File: src/rtl/elastic_pipe_reg.sv
// elastic_pipe_reg: DEPTH-stage stallable, flushable pipeline register with a
// valid/ready handshake on both sides.
//
// Handshake: a beat moves across an interface on a rising edge exactly when
// valid and ready are both high in the cycle before that edge. Upstream:
// in_fire = i_valid & o_ready. Downstream: out_fire = o_valid & i_ready &
// i_enable, and downstream must also qualify with ~i_flush.
//
// Optional feature, enabled by defining ELASTIC_PIPE_COUNT_EN: adds the o_count
// output, a registered count of occupied stages.
module elastic_pipe_reg #(
    parameter int                   SIZE_DATA  = 8,
    parameter int                   DEPTH      = 2,
    parameter logic [SIZE_DATA-1:0] RESET_DATA = '0
) (
    input  logic                 i_clk,
    input  logic                 i_reset,
    input  logic                 i_enable,
    input  logic                 i_flush,
    input  logic [SIZE_DATA-1:0] i_data,
    input  logic                 i_valid,
    output logic                 o_ready,
    output logic [SIZE_DATA-1:0] o_data,
    output logic                 o_valid,
    input  logic                 i_ready
`ifdef ELASTIC_PIPE_COUNT_EN
    ,
    output logic [$clog2(DEPTH+1)-1:0] o_count
`endif
);

    // Stage 0 is the input side; stage DEPTH-1 drives the outputs directly.
    logic [SIZE_DATA-1:0] r_data [DEPTH];
    logic [DEPTH-1:0]     r_vld;
    logic [DEPTH-1:0]     w_adv;
    logic                 w_in_fire;
    logic                 w_out_fire;

    // Advance chain from the output back: an empty stage may always load,
    // so bubbles collapse even while the output is stalled.
    always_comb begin
        w_adv = '0;
        w_adv[DEPTH-1] = (~r_vld[DEPTH-1] | i_ready) & i_enable;
        for (int k = DEPTH - 2; k >= 0; k--) begin
            w_adv[k] = (~r_vld[k] | w_adv[k+1]) & i_enable;
        end
    end

    assign o_ready    = w_adv[0] & i_enable & ~i_flush & ~i_reset;
    assign w_in_fire  = i_valid & o_ready;
    assign w_out_fire = r_vld[DEPTH-1] & i_ready & i_enable;

    assign o_data  = r_data[DEPTH-1];
    assign o_valid = r_vld[DEPTH-1];

    // Stage registers: reset beats flush beats enable; advancing stages load
    // from their upstream neighbour, stalled stages hold.
    always_ff @(posedge i_clk) begin
        if (i_reset) begin
            for (int k = 0; k < DEPTH; k++) begin
                r_data[k] <= RESET_DATA;
            end
            r_vld <= '0;
        end else if (i_flush) begin
            r_vld <= '0;
        end else if (i_enable) begin
            if (w_adv[0]) begin
                r_data[0] <= i_data;
                r_vld[0]  <= w_in_fire;
            end
            for (int k = 1; k < DEPTH; k++) begin
                if (w_adv[k]) begin
                    r_data[k] <= r_data[k-1];
                    r_vld[k]  <= r_vld[k-1];
                end
            end
        end
    end

`ifdef ELASTIC_PIPE_COUNT_EN
    localparam int CW = $clog2(DEPTH + 1);
    logic [CW-1:0] r_count;

    // Occupancy tracks vld bits: +1 on accept only, -1 on emit only.
    always_ff @(posedge i_clk) begin
        if (i_reset || i_flush) begin
            r_count <= '0;
        end else begin
            case ({w_in_fire, w_out_fire})
                2'b10:   r_count <= r_count + CW'(1);
                2'b01:   r_count <= r_count - CW'(1);
                default: r_count <= r_count;
            endcase
        end
    end

    assign o_count = r_count;
`endif

endmodule

File: config.mk
export PLATFORM = sky130hd
export DESIGN_NAME = elastic_pipe_reg
export DESIGN_NICKNAME = d
export VERILOG_FILES = /design/src/rtl/elastic_pipe_reg.sv
export SDC_FILE = /design/constraint.sdc
export NUM_CORES = 1
export LEC_CHECK = 0
export CAP_MARGIN = 40
export CELL_PAD_IN_SITES_DETAIL_PLACEMENT = 1
export CELL_PAD_IN_SITES_GLOBAL_PLACEMENT = 1
export CORE_AREA = 2 2 54 56
export CTS_CLUSTER_SIZE = 20
export DETAILED_ROUTE_END_ITERATION = 10
export DIE_AREA = 0 0 56 58
export PLACE_DENSITY_LB_ADDON = 0.1
export SYNTH_ARGS = -nofsm -noshare
export SYNTH_HDL_FRONTEND = slang
export SYNTH_SLANG_ARGS = --single-unit
File: constraint.sdc
create_clock -name i_clk -period 1.86 [get_ports i_clk]
set_clock_uncertainty 0.2 [all_clocks]
set_input_delay 0.372 -clock i_clk [delete_from_list [all_inputs] [get_ports i_clk]]
set_output_delay 0.372 -clock i_clk [all_outputs]
set_load 0.02 [all_outputs]
## Word level (Yosys, flattened, before mapping)

Memories as Yosys holds them, arrays and structs flattened.
Index checks and enable logic that the tools add are counted.

| storage, ports and cells | value |
|---|---|
| register bits after elaboration | 2 |
| bits in writable memories | 16 |
| output and inout port bits | 10 |
| logic and storage cells | 34 |
| memories | 1 |

Memories:

| memory | words | bits a word | rd ports | clocked after Yosys merged registers in | wr ports | line | RTL |
|---|---|---|---|---|---|---|---|
| r_data | 2 | 8 | 2 | 0 | 2 | 33 | `logic [SIZE_DATA-1:0] r_data [DEPTH];` |

| cells by class | value |
|---|---|
| muxes and demuxes | 14 |
| bitwise operators | 14 |
| reduce and logical (&&, ||, !) cells | 3 |

Operators with widths:

| operator | number |
|---|---|
| $mux W8 | 2 |
| $mux W1 | 12 |
| $and A1 B1 Y1 | 6 |
| $not A1 Y1 | 4 |
| $or A1 B1 Y1 | 4 |
| $reduce_and A2 Y1 | 2 |
| $reduce_or A2 Y1 | 1 |

## Longest topological paths before layout

Gate-level depths: netlist of the first run.

| depth | value |
|---|---|
| depth in word-level cells | 11 |
| gate-level depth with buffers | 4 |
| gate-level depth less buffers | 2 |

## Least setup slack after synthesis of the first run

Ideal clock, no wire load.

| path | value |
|---|---|
| kind | flip-flop to flip-flop |
| start | register r_vld[1] |
| end | memory r_data[0][0] (enable) |
| setup time | 0.375 ns |
| arrival | 1.369 ns |
| data required time | 1.285 ns |
| path slack | -0.084 ns |
| cell stages (with the launch flop) | 5 |
| cells stage by stage | dfxtp_1 -> and3b_1 -> buf_2 -> buf_2 -> o21bai_1 |

RTL lines:

| item | line | RTL |
|---|---|---|
| from (decl) | 34 | `logic [DEPTH-1:0] r_vld;` |
| from (signal, indexed assignment) | 74 | `r_vld[k] <= r_vld[k-1];` |
| to (decl) | 33 |  |

## Final worst setup path of the first run

| path | value |
|---|---|
| start | input i_flush |
| end | output o_ready |

| on the way | value |
|---|---|
| word-level cells in the longest chain between the ends | 3 |

Ends and longest elaborated chain:

| item | line | RTL |
|---|---|---|
| from (decl) | 19 | `input logic i_flush,` |
| $not A1 Y1 | 49 | `assign o_ready = w_adv[0] & i_enable & ~i_flush & ~i_reset;` |
| $and A1 B1 Y1 (2 in a row) | 49 |  |
| to (decl) | 22 | `output logic o_ready,` |

Every way passes these cells.

==> metrics.cfg, run 1 <==
[outcome]
status=completed

[setup_path]
end_kind=output pin
cp.arrival_ps=1250
cp_cell_sequence=dlygate4sd2_1, or3b_4, nor2_4, buf_6
rr_endpoint=r_data[0][4]
crit_start=i_flush
r2r_cells=4
slowest_stage=or3b_4
crit_path_start_kind=input pin
slowest_delay_ps=420
r2r_setup_slack_ps=250
crit_buf_inv=2
crit_family=simple AND/OR/NAND/NOR gates
path_depth=4
r2r-start=r_vld[0]
cp.required_ps=1290
crit_path_max_fanout=2
crit_type=in2out
endpoint=o_ready

[pwr]
ir_drop_uv=283
p_leak_nw=0.431
p_comb_frac=0.145
clkPwrFrac=0.253
internal_power_mw=0.612
power.switching_mw=0.171
swShare=0.218
pwr-share-seq=0.602
power_density_nw_per_um2=673

[clocking]
cts_max_level=1
cts_tree=built
clock-sinks=18
ctsHoldBuffers=0
cts_root_buf=clkbuf_4
clk_latency_ps=290
cts_buffers=3
cts_setup_buffers=0
clk_pin_slew_ps=100
max-clock-path-buffers=2

[synth]
synth_cell_type_count=19
synth_seq_cells=18
synth_simple_gate_area_share=0.236
synth_mux_area_frac=0.0128
ys.flop_type=edfxtp_1
syn_area_per_cell_sq_um=14.9
syn_nets=73
netlist_instances=59
ys_seq_area_frac=0.591
synth_top_family_by_area=simple AND/OR/NAND/NOR gates
synth_compound_area_frac=0.0455
synth_warnings=0
synth_area_sq_um=881
synth_xor_area_frac=0
synthAdderAreaFrac=0
synth_edf_count=16
synthArstFlopShare=0

[placement]
place_congestion=0.687
port_buffers=23
numPlacedInstances=111
dp_hpwl_um=1050

[detailed_routing]
routed_via_density=4.65
num_vias=535
drt_first_pass_iters=2
ant_nets=0
drcViolationCount=0
detail_route.wl_per_cell_um=13.0
routed_wl_um=1490
drtIter0Drc=2

[sta]
rsz0062_at_grt=no
fin_crit_sh=0.979
hold_violations=0
slew_headroom=0.842
setup_violations=0
period_minus_slack_ps=1820
max_clock_freq_mhz=549
report.final.slew_viol_count=0
whs_ps=293
worst-slew-pin-transition_ps=238

[layout]
final_common_cell=clkdlybuf4s50_1
drive_above_1_share=0.345
stdcell_count=115
antenna_cells=0
area_growth_pct=32.1
nets=99
final_cell_mix=clkdlybuf4s50_1, edfxtp_1, buf_4, nor3b_2, nor3b_1
fillers=301

[grt]
grt_pass1_vias=592
grt_overflow=0
grt_pass1_wl_um=2530
antenna_found_initial=0
grt_usage=0.105
grt_max_degree=19

[die]
dieArea_sq_um=3250
die_y_um=58
core_sq_um=2660
num_rows=19
ios=24
start_util=0.331
die_x_um=56

[run]
maxCapViolCount=0

[hold_path]
worst_hold_path_type=reg2reg

Yosys cell counts, types with 2 or more instances:
cell | n | area (sq um)
buf_2 | 2 | 10.0
nor3b_2 | 9 | 113
nor3b_1 | 7 | 52.6
o21bai_1 | 2 | 15.0
edfxtp_1 | 16 | 480
buf_4 | 8 | 60.1
nor2_1 | 2 | 7.51
dfxtp_1 | 2 | 40.0
registers in the layout, summed over array words and instances, names as in the netlist:
signal,flops
r_data,16
r_vld,2
cells by family after synthesis:
kind of cell / Yosys count
muxes: 1
AOI/OAI and AO/OA: 5
DFF: 18
buffers and inverters: 12
and+or+nand+nor: 23
worst register-to-register path: stages (launching register included):
cell      delay [ps]
dfxtp_1          330
and3b_2          240
buf_4            220
o21bai_2         170
buf_4            180
repair_timing:
action	in CTS	in global routing
endpoints found under the setup margin	2	7
gates resized for setup	12	2
pin swaps	2	2
power groups by stage:
stage               Clock [mW]  Combinational (mW)  Sequential, mW
global route             0.227               0.123           0.474
global placement             0               0.115           0.480
finish                   0.198               0.114           0.471
detailed placement           0               0.116           0.481
floorplan                    0              0.0645           0.480
CTS                      0.216               0.117           0.472
layer usage:
layer | global-route usage | share of wire | up-vias | wire, um
li1 | - | - | 257 | -
met1 | 0.0994 | 0.40 | 256 | 600
met2 | 0.200 | 0.51 | 18 | 761
met3 | 0.0246 | 0.057 | 4 | 85
met4 | 0.0714 | 0.030 | 0 | 44
met5 | 0 | 0 | - | 0
worst min-delay path by stage:
stage	end	start	depth (start not counted)
floorplan	r_vld[1]	r_vld[0]	2
global placement	r_vld[1]	r_vld[0]	2
global route	r_vld[1]	i_ready	4
CTS	r_vld[1]	r_vld[0]	2
detailed placement	r_vld[1]	r_vld[0]	2
finish	r_vld[1]	r_vld[0]	2
area by class of cell:
class / count / area [sq um] / share of cell area
clock buffer: 3 / 22.5 / 0.0194
clock inverter: 1 / 3.75 / 0.00323
multi-input combinational: 29 / 274 / 0.235
sequential: 18 / 520 / 0.447
tap: 31 / 38.8 / 0.0333
timing repair buffer: 33 / 304 / 0.261
stage by stage:
stage	util	setup TNS (ps)	setup slack, ps	power (mW)	cell area, sq um
finish	0.437	0	38.9	0.783	1160
global route	0.437	0	0.948	0.824	1160
CTS	0.436	-4.47	-4.47	0.805	1160
detailed placement	0.424	-6950	-666	0.597	1130
global placement	0.424	-6500	-664	0.595	1130
floorplan	-	0	69.2	0.544	887
(Power assumes the default switching activity.)
==> run 2: changes to the inputs <==
--- a/config.mk
+++ b/config.mk
@@ -9,6 +9,8 @@
 export CELL_PAD_IN_SITES_DETAIL_PLACEMENT = 1
 export CELL_PAD_IN_SITES_GLOBAL_PLACEMENT = 1
 export CORE_AREA = 2 2 54 56
+export CTS_BUF_LIST = sky130_fd_sc_hd__clkbuf_16
+export CTS_CLUSTER_DIAMETER = 200
 export CTS_CLUSTER_SIZE = 20
 export DETAILED_ROUTE_END_ITERATION = 10
 export DIE_AREA = 0 0 56 58
==> metrics.cfg, run 2 (same netlist as run 1, synthesis figures left out) <==
[setup_path]
cp_cell_sequence=dlygate4sd2_1, or3b_4, nor2_4, buf_6  ; unchanged
r2r_setup_slack_ps=310  ; was 250 ps
rr_endpoint=r_data[0][4]  ; unchanged
endpoint=o_ready  ; unchanged
slowest_delay_ps=420  ; about the same
end_kind=output pin  ; unchanged
cp.arrival_ps=1250  ; about the same
crit_path_max_fanout=2  ; unchanged
cp.required_ps=1290  ; about the same
slowest_stage=or3b_4  ; unchanged
crit_type=in2out  ; unchanged
r2r_cells=4  ; unchanged
r2r-start=r_vld[0]  ; unchanged
crit_start=i_flush  ; unchanged
crit_path_start_kind=input pin  ; unchanged

[clocking]
cts_tree=built  ; unchanged
cts_max_level=1  ; unchanged
clk_latency_ps=240  ; was 290 ps
cts_setup_buffers=0  ; unchanged
cts_buffers=3  ; unchanged
clock-sinks=18  ; unchanged
max-clock-path-buffers=2  ; unchanged
clk_pin_slew_ps=50  ; was 100 ps
cts_root_buf=clkbuf_16  ; was clkbuf_4
ctsHoldBuffers=0  ; unchanged

[detailed_routing]
drcViolationCount=0  ; unchanged
routed_via_density=4.58  ; was 4.65
num_vias=527  ; was 535
drtIter0Drc=1  ; was 2
ant_nets=0  ; unchanged
drt_first_pass_iters=2  ; unchanged
routed_wl_um=1490  ; unchanged
detail_route.wl_per_cell_um=13.0  ; unchanged

[layout]
antenna_cells=0  ; unchanged
utilization=0.460  ; was 0.437
largestRegisters=r_data x16, r_vld x2  ; unchanged
fillers=288  ; was 301
largest_reg_flops=16  ; unchanged
nets=99  ; unchanged
area_growth_pct=38.9  ; was 32.1%
top_register=r_data  ; unchanged
drive_above_1_share=0.345  ; unchanged
final_cell_mix=clkdlybuf4s50_1, edfxtp_1, nor3b_2, buf_4, nor3b_1  ; was clkdlybuf4s50_1, edfxtp_1, buf_4, nor3b_2, nor3b_1
multi_input_area_sq_um=274  ; unchanged
stdcell_count=115  ; unchanged
final_common_cell=clkdlybuf4s50_1  ; unchanged
ff_latch_area_sq_um=520  ; unchanged

[pwr]
p_leak_nw=0.462  ; was 0.431 nW
ir_drop_uv=390  ; was 283 uV
power.switching_mw=0.190  ; was 0.171 mW
p_comb_frac=0.113  ; was 0.145
power_density_nw_per_um2=827  ; was 673 nW/um^2
internal_power_mw=0.822  ; was 0.612 mW
clkPwrFrac=0.420  ; was 0.253
pwr-share-seq=0.467  ; was 0.602
swShare=0.188  ; was 0.218

[sta]
report.final.slew_viol_count=0  ; unchanged
max_clock_freq_mhz=549  ; about the same
setup_ws_ps=39.4  ; was 38.9 ps
setup_violations=0  ; unchanged
setup_tns_ps=0  ; unchanged
slew_headroom=0.852  ; was 0.842
hold_violations=0  ; unchanged
whs_ps=286  ; was 293 ps
rsz0062_at_grt=no  ; unchanged
fin_crit_sh=0.979  ; about the same
worst-slew-pin-transition_ps=222  ; was 238 ps
period_minus_slack_ps=1820  ; about the same

[grt]
antenna_found_initial=0  ; unchanged
grt_max_degree=19  ; unchanged
grt_overflow=0  ; unchanged
grt_pass1_wl_um=2480  ; was 2530 um
grt_pass1_vias=573  ; was 592
grt_usage=0.104  ; was 0.105

[outcome]
status=completed  ; unchanged

[die]
ios=24  ; unchanged
die_y_um=58  ; unchanged
dieArea_sq_um=3250  ; unchanged
num_rows=19  ; unchanged
die_x_um=56  ; unchanged
start_util=0.331  ; unchanged
core_sq_um=2660  ; unchanged

[placement]
numPlacedInstances=111  ; unchanged
port_buffers=23  ; unchanged
place_congestion=0.687  ; unchanged
dp_slack_ps=-666  ; unchanged
dp_hpwl_um=1050  ; unchanged

[hold_path]
worst_hold_path_type=reg2reg  ; unchanged

[run]
maxCapViolCount=0  ; unchanged

run 2: cell counts in the layout (fill, tap and decap cells not counted):
Identical to the previous run, type by type.
run 2: through the flow:
stage | cell area (sq um) | total power, mW
after global routing | 1220 | 1.06
after CTS | 1220 | 1.03
after global placement | 1130 | 0.595
after floorplan | 887 | 0.544
final | 1220 | 1.01
after detailed placement | 1130 | 0.597
run 2: power by group through the flow:
stage,Clock [mW],Sequential [mW],Combinational [mW]
5_1_grt,0.457,0.475,0.123
3_5_place_dp,0,0.481,0.116
6_report,0.425,0.473,0.114
2_1_floorplan,0,0.480,0.0645
3_3_place_gp,0,0.480,0.115
4_1_cts,0.439,0.473,0.117
run 2: worst min-delay path by stage:
stage	slack [ps]	end	from	depth (start not counted)
floorplan	250	r_vld[1]	r_vld[0]	2
global placement	280	r_vld[1]	r_vld[0]	2
detailed placement	280	r_vld[1]	r_vld[0]	2
CTS	290	r_vld[1]	r_vld[0]	2
global route	360	r_vld[1]	r_vld[0]	2
finish	290	r_vld[1]	r_vld[0]	2
run 2: timing repair:
| action | 4_1_cts | 5_1_grt |
|---|---|---|
| pin swaps | 2 | 2 |
| gates cloned | 0 | 0 |
| resized for setup | 15 | 1 |
| endpoints found under the setup margin | 7 | 2 |
run 2: area by class of cell:
type	instances	share of cell area
sequential	18	0.425
clock buffer	3	0.0613
timing repair buffer	33	0.255
tap	31	0.0317
clock inverter	1	0.00307
multi-input combinational	29	0.224
run 2: layer usage:
| metal | routed length (um) | global-route usage | share of wire | vias up |
|---|---|---|---|---|
| li1 | - | - | - | 256 |
| met1 | 584 | 0.104 | 0.39 | 249 |
| met2 | 785 | 0.195 | 0.53 | 18 |
| met3 | 82 | 0.0179 | 0.055 | 4 |
| met4 | 36 | 0.0714 | 0.024 | 0 |
| met5 | 0 | 0 | 0 | - |
run 2: critical path, delay by kind of cell:
| family | cells | cell delay (ps) |
|---|---|---|
| buffers and inverters | 2 | 360 |
| and+or+nand+nor | 2 | 510 |
